==> config.mk <==
export PLATFORM = sky130hd
export DESIGN_NAME = mem_arbiter
export DESIGN_NICKNAME = d
export VERILOG_FILES = /design/src/rtl/mem_arbiter.sv
export SDC_FILE = /design/constraint.sdc
export NUM_CORES = 1
export LEC_CHECK = 0
export ABC_AREA = 1
export CAP_MARGIN = 20
export CORE_AREA = 2 2 105 107
export DETAILED_ROUTE_END_ITERATION = 16
export DIE_AREA = 0 0 107 109
export HOLD_SLACK_MARGIN = 0.03
export PLACE_DENSITY = 0.64
export SLEW_MARGIN = 15
export SYNTH_ARGS = -nofsm -noshare
export SYNTH_HDL_FRONTEND = slang
export SYNTH_SLANG_ARGS = --single-unit
==> constraint.sdc <==
create_clock -name clk -period 3.2 [get_ports clk]
set_clock_uncertainty 0.2 [all_clocks]
set_input_delay 0.48 -clock clk [delete_from_list [all_inputs] [get_ports clk]]
set_output_delay 0.48 -clock clk [all_outputs]
set_load 0.02 [all_outputs]
==> src/rtl/mem_arbiter.sv <==
// Two-port memory arbiter between instruction fetch and load/store. It makes at most one grant
// per cycle, returns the response one cycle later, and caps data bursts while a fetch waits.
module mem_arbiter #(
  parameter int ADDR_WIDTH  = 32,
  parameter int WORD_WIDTH  = 32,
  parameter int MAX_D_BURST = 4
) (
  input  logic                  clk,
  input  logic                  rst_n,
  input  logic                  ifReq,
  input  logic [ADDR_WIDTH-1:0] ifAddr,
  output logic                  ifGnt,
  output logic                  ifValid,
  output logic                  ifErr,
  output logic [WORD_WIDTH-1:0] ifData,
  input  logic                  dReq,
  input  logic                  dWe,
  input  logic [1:0]            dUnit,
  input  logic [ADDR_WIDTH-1:0] dAddr,
  input  logic [WORD_WIDTH-1:0] dWdata,
  output logic                  dGnt,
  output logic                  dValid,
  output logic                  dErr,
  output logic [WORD_WIDTH-1:0] dRdata,
  output logic                  memRead,
  output logic                  memWrite,
  output logic [1:0]            addrUnit,
  output logic [ADDR_WIDTH-1:0] address,
  output logic [WORD_WIDTH-1:0] dataIn,
  input  logic [WORD_WIDTH-1:0] dataOut
);

  localparam logic [1:0] UNIT_BYTE = 2'd0;
  localparam logic [1:0] UNIT_HALF = 2'd1;
  localparam logic [1:0] UNIT_WORD = 2'd2;
  localparam logic [1:0] UNIT_NOP  = 2'd3;
  localparam int CNT_W = $clog2(MAX_D_BURST + 1);

  typedef enum logic [1:0] {OWN_NONE, OWN_IF, OWN_D} owner_t;

  function automatic logic is_aligned(input logic [1:0] unit, input logic [1:0] lsb);
    case (unit)
      UNIT_HALF: return ~lsb[0];
      UNIT_WORD: return (lsb == 2'b00);
      default:   return 1'b1;
    endcase
  endfunction

  owner_t           resp_owner_p1, owner_nxt;
  logic             err_p1, err_nxt;
  logic             zero_p1, zero_nxt;
  logic [CNT_W-1:0] burst_cnt, burst_nxt;
  logic             burst_full, if_ok, d_ok, d_nop;

  assign burst_full = (burst_cnt == CNT_W'(MAX_D_BURST));
  assign if_ok      = (ifAddr[1:0] == 2'b00);
  assign d_nop      = (dUnit == UNIT_NOP);
  assign d_ok       = is_aligned(dUnit, dAddr[1:0]);

  // Data normally wins; a full burst count hands the slot to a waiting fetch.
  assign ifGnt = rst_n & ifReq & (~dReq | burst_full);
  assign dGnt  = rst_n & dReq & ~(ifReq & burst_full);

  always_comb begin
    memRead  = 1'b0;
    memWrite = 1'b0;
    addrUnit = UNIT_BYTE;
    address  = '0;
    dataIn   = '0;
    if (ifGnt) begin
      address  = ifAddr;
      addrUnit = UNIT_WORD;
      memRead  = if_ok;
    end else if (dGnt) begin
      address  = dAddr;
      addrUnit = dUnit;
      dataIn   = dWdata;
      memRead  = ~dWe & d_ok & ~d_nop;
      memWrite = dWe & d_ok & ~d_nop;
    end
  end

  always_comb begin
    owner_nxt = OWN_NONE;
    err_nxt   = 1'b0;
    zero_nxt  = 1'b0;
    if (ifGnt) begin
      owner_nxt = OWN_IF;
      err_nxt   = ~if_ok;
    end else if (dGnt) begin
      owner_nxt = OWN_D;
      err_nxt   = ~d_nop & ~d_ok;
      zero_nxt  = d_nop | dWe;
    end
    if (~ifReq || ifGnt)
      burst_nxt = '0;
    else if (dGnt && !burst_full)
      burst_nxt = burst_cnt + CNT_W'(1);
    else
      burst_nxt = burst_cnt;
  end

  // ---- stage p1: response register, delivered the cycle after the grant ----
  always_ff @(posedge clk or negedge rst_n) begin
    if (!rst_n) begin
      resp_owner_p1 <= OWN_NONE;
      err_p1        <= 1'b0;
      zero_p1       <= 1'b0;
      burst_cnt     <= '0;
    end else begin
      resp_owner_p1 <= owner_nxt;
      err_p1        <= err_nxt;
      zero_p1       <= zero_nxt;
      burst_cnt     <= burst_nxt;
    end
  end

  always_comb begin
    ifValid = (resp_owner_p1 == OWN_IF);
    dValid  = (resp_owner_p1 == OWN_D);
    ifErr   = ifValid & err_p1;
    dErr    = dValid & err_p1;
    ifData  = (ifValid && !err_p1) ? dataOut : '0;
    dRdata  = (dValid && !err_p1 && !zero_p1) ? dataOut : '0;
  end

endmodule

==> impl_results.html, run 1 <==
<table>
<tr><th>Metric</th><th>Value</th></tr>
<tr><th colspan="2">Global routing</th></tr>
<tr><td>Largest net degree at the start of global routing</td><td>39</td></tr>
<tr><td>Number of antenna violations at the first check in global routing</td><td>0</td></tr>
<tr><td>Aggregate global-route resource usage</td><td>14.2%</td></tr>
<tr><td>Global-route wire length before repair</td><td>13400 um</td></tr>
<tr><td>Number of global-route vias before repair</td><td>2817</td></tr>
<tr><td>Overflow left after global routing</td><td>0</td></tr>
<tr><th colspan="2">Detailed routing</th></tr>
<tr><td>Post-DR wirelength/cell</td><td>12.4 um</td></tr>
<tr><td>Final routed wirelength across all metal layers</td><td>9320 um</td></tr>
<tr><td>DR pass1 iterations</td><td>4</td></tr>
<tr><td>Post-DRT Antenna Nets</td><td>0</td></tr>
<tr><td>First DRT Iteration DRCs</td><td>183</td></tr>
<tr><td>Number of DRC violations after detailed routing</td><td>0</td></tr>
<tr><td>Vias per inst</td><td>3.88</td></tr>
<tr><td>Routed via count</td><td>2903</td></tr>
<tr><th colspan="2">STA</th></tr>
<tr><td>Period Utilization, post-route</td><td>94.8%</td></tr>
<tr><td>Count of final hold-check violations</td><td>0</td></tr>
<tr><td>Pins over their slew limit</td><td>0</td></tr>
<tr><td>Total Neg Setup Slack</td><td>0 ns</td></tr>
<tr><td>Clock period minus worst slack</td><td>3.03 ns</td></tr>
<tr><td>Setup repair after global routing missed its margin</td><td>no</td></tr>
<tr><td>Slew of the pin with the lowest slew margin</td><td>0.596 ns</td></tr>
<tr><td>Final setup fails</td><td>0</td></tr>
<tr><td>Timing-limited maximum frequency</td><td>330 MHz</td></tr>
<tr><td>Relative slew margins</td><td>60.1%</td></tr>
<tr><td>Worst slack on hold paths</td><td>0.240 ns</td></tr>
<tr><th colspan="2">Cells and area</th></tr>
<tr><td>Number of nets in the layout</td><td>750</td></tr>
<tr><td>Layout overhead on the synthesized area</td><td>165%</td></tr>
<tr><td>Fraction of final layout cells sized beyond drive strength 1</td><td>5.75%</td></tr>
<tr><td>Share of the core filled with cells</td><td>42.7%</td></tr>
<tr><td>Ant diodes</td><td>0</td></tr>
<tr><td>Commonest non-fill, non-tap cell in the layout</td><td>clkdlybuf4s50_1</td></tr>
<tr><td>Leading cell types in the layout, fill and taps excluded</td><td>272 x clkdlybuf4s50_1, 97 x nor2_1, 95 x nand2_1</td></tr>
<tr><td>Non-Filler Instances</td><td>749</td></tr>
<tr><th colspan="2">Worst hold path</th></tr>
<tr><td>Hold Path Class</td><td>in2async</td></tr>
<tr><th colspan="2">Synthesis</th></tr>
<tr><td>Post-Synthesis Net Count</td><td>484</td></tr>
<tr><td>Cell type with the highest aggregate area in the netlist</td><td>nor2_1</td></tr>
<tr><td>Leading post-synthesis cells by cell area</td><td>nor2_1 21%, nand2_1 21%, inv_1 17%, dfrtp_1 10%, buf_6 8.6%</td></tr>
<tr><td>Post-Synthesis Cells</td><td>344</td></tr>
<tr><td>Flop and latch count out of synthesis</td><td>7</td></tr>
<tr><td>Yosys synthesis warning count</td><td>0</td></tr>
<tr><td>Area share of the largest cell type after synthesis</td><td>21.3%</td></tr>
<tr><td>Synthesized area</td><td>1710 sq um</td></tr>
<tr><td>Syn Area/Cell</td><td>4.96 sq um</td></tr>
<tr><td>Part of the Yosys area used for sequential elements</td><td>10.3%</td></tr>
<tr><td>Count of cell types in the netlist</td><td>21</td></tr>
<tr><th colspan="2">Clocking</th></tr>
<tr><td># resized after CTS</td><td>0</td></tr>
<tr><td>Clock-pin slew reported for the worst setup and hold paths after clock tree synthesis</td><td>0.04 ns</td></tr>
<tr><td>Clock Sinks</td><td>7</td></tr>
<tr><td>Latest clock arrival within the worst-skew pair</td><td>0.23 ns</td></tr>
<tr><td>CTS buffer count</td><td>3</td></tr>
<tr><td>Root buffer selected by CTS</td><td>clkbuf_8</td></tr>
<tr><td>Maximum clock path buffer count</td><td>2</td></tr>
<tr><td>CTS tree</td><td>done</td></tr>
<tr><td>CTS H-tree depth</td><td>1</td></tr>
<tr><td>Setup Buffers After CTS</td><td>0</td></tr>
<tr><td>Number of buffers added to fix hold violations after cts</td><td>0</td></tr>
<tr><th colspan="2">Floorplan</th></tr>
<tr><td>Cell row count</td><td>38</td></tr>
<tr><td>Number of top-level pins</td><td>273</td></tr>
<tr><td>Die Span Y</td><td>109 um</td></tr>
<tr><td>Die Footprint</td><td>11700 sq um</td></tr>
<tr><td>Core Area</td><td>10600 sq um</td></tr>
<tr><td>DIE WIDTH</td><td>107 um</td></tr>
<tr><td>Initial Utilization</td><td>16.1%</td></tr>
<tr><th colspan="2">Place</th></tr>
<tr><td>Placed cells</td><td>745</td></tr>
<tr><td>Placer's final routability congestion estimate</td><td>0.798</td></tr>
<tr><td>HPWL reported at the end of detailed placement</td><td>8140 um</td></tr>
<tr><td>Port buffer count</td><td>272</td></tr>
<tr><th colspan="2">Critical path</th></tr>
<tr><td>Required time at the worst-slack endpoint</td><td>2.52 ns</td></tr>
<tr><td>CP Launch Type</td><td>input pin</td></tr>
<tr><td>Biggest fanout along the worst timing path</td><td>34</td></tr>
<tr><td>Critical path capture point type</td><td>output port</td></tr>
<tr><td>Worst setup path class</td><td>in2out</td></tr>
<tr><td>Endpoint arrival time on the critical path</td><td>2.35 ns</td></tr>
<tr><th colspan="2">Pwr</th></tr>
<tr><td>Static Leak</td><td>0.00219 uW</td></tr>
<tr><td>Cell area power density</td><td>167 nW/um^2</td></tr>
<tr><td>Maximum resistive drop on vdd</td><td>124 uV</td></tr>
<tr><th colspan="2">Run</th></tr>
<tr><td>Count of maximum capacitance violations</td><td>0</td></tr>
<tr><th colspan="2">Outcome</th></tr>
<tr><td>Outcome</td><td>finished clean</td></tr>
</table>
cells in the mapped netlist:
cell,n
buf_8,1
buf_6,13
ha_1,5
nand4_1,2
inv_1,79
o22ai_1,1
inv_6,1
nor2_1,97
buf_12,1
nand3_1,6
nor2_2,10
nand2_2,13
nor3_1,2
clkinv_1,1
buf_2,1
nand2_1,95
inv_2,2
dfrtp_1,7
nand2_4,1
nand3b_1,1
o21ai_0,5
final timing paths:
kind / from / to / slack [ns] / depth (start not counted)
setup / recovery: ifReq / memRead / 0.17 / 8
hold / removal: rst_n / resp_owner_p1[1] / 0.24 / 1
setup reg to reg: burst_cnt[0] / err_p1 / 1.61 / 8
hold reg to reg: burst_cnt[2] / burst_cnt[2] / 0.39 / 2
max in group asynchronous: rst_n / burst_cnt[1] / 2.23 / 2
min in group clk: burst_cnt[2] / burst_cnt[2] / 0.39 / 2
routing by layer:
layer  GRT usage [%]  vias up  wire [um]
met5               0        -          0
met4            1.95        0         63
met3            5.92        6       1220
met2            26.9      166       4610
met1            15.0     1244       3430
li1                -     1487          -
area by class of cell:
type                            count  area (sq um)
Fill cell                        1093          6080
Timing Repair Buffer              277          2790
Multi-Input combinational cell    238          1030
Inverter                           83           317
Sequential cell                     7           175
Tap cell                          140           175
Clock buffer                        4          45.0
registers in the layout (all words and copies together) (netlist names):
signal and flops:
zero_p1 1, burst_cnt 3, err_p1 1, resp_owner_p1 2
cell families (layout without fill, tap and decap cells):
kind of cell	after synthesis	count (layout)	synth area share (%)
compound gates	6	6	1.83
simple gates	227	227	54.8
flops	7	7	10.3
fa+ha+maj	5	5	3.66
buf+inv	99	364	29.4
per-stage QoR:
stage / instance area (sq um) / power, uW / setup slack, ns
floorplan: 1710 / 313 / 1.15
global placement: 4480 / 635 / 0.139
detailed placement: 4480 / 638 / 0.119
CTS: 4530 / 763 / 0.120
global route: 4530 / 803 / 0.0152
finish: 4530 / 755 / 0.166
critical path, stage by stage:
cell             delay [ns]
clkdlybuf4s50_1        0.57
nand2_1                0.09
inv_2                  0.08
nand2_4                0.07
inv_6                  0.23
nand3_1                0.11
nand2_1                0.10
clkdlybuf4s50_1        0.61
where the power goes:
group | leakage (uW) | internal, uW | total (uW) | switching (uW)
clock network | 0.0000228 | 86.0 | 122 | 36.3
logic | 0.00207 | 296 | 538 | 241
registers | 0.0000942 | 92.7 | 94.9 | 2.23
total | 0.00219 | 475 | 755 | 280
Power figures use the tool's default switching activity.
==> run 2: changes to the inputs <==
--- a/config.mk
+++ b/config.mk
@@ -8,6 +8,7 @@
 export ABC_AREA = 1
 export CAP_MARGIN = 20
 export CORE_AREA = 2 2 105 107
+export CTS_CLUSTER_DIAMETER = 60
 export DETAILED_ROUTE_END_ITERATION = 16
 export DIE_AREA = 0 0 107 109
 export HOLD_SLACK_MARGIN = 0.03
==> results of run 2 <==
The final DEF is identical to that of run 1; final timing and power are the same.
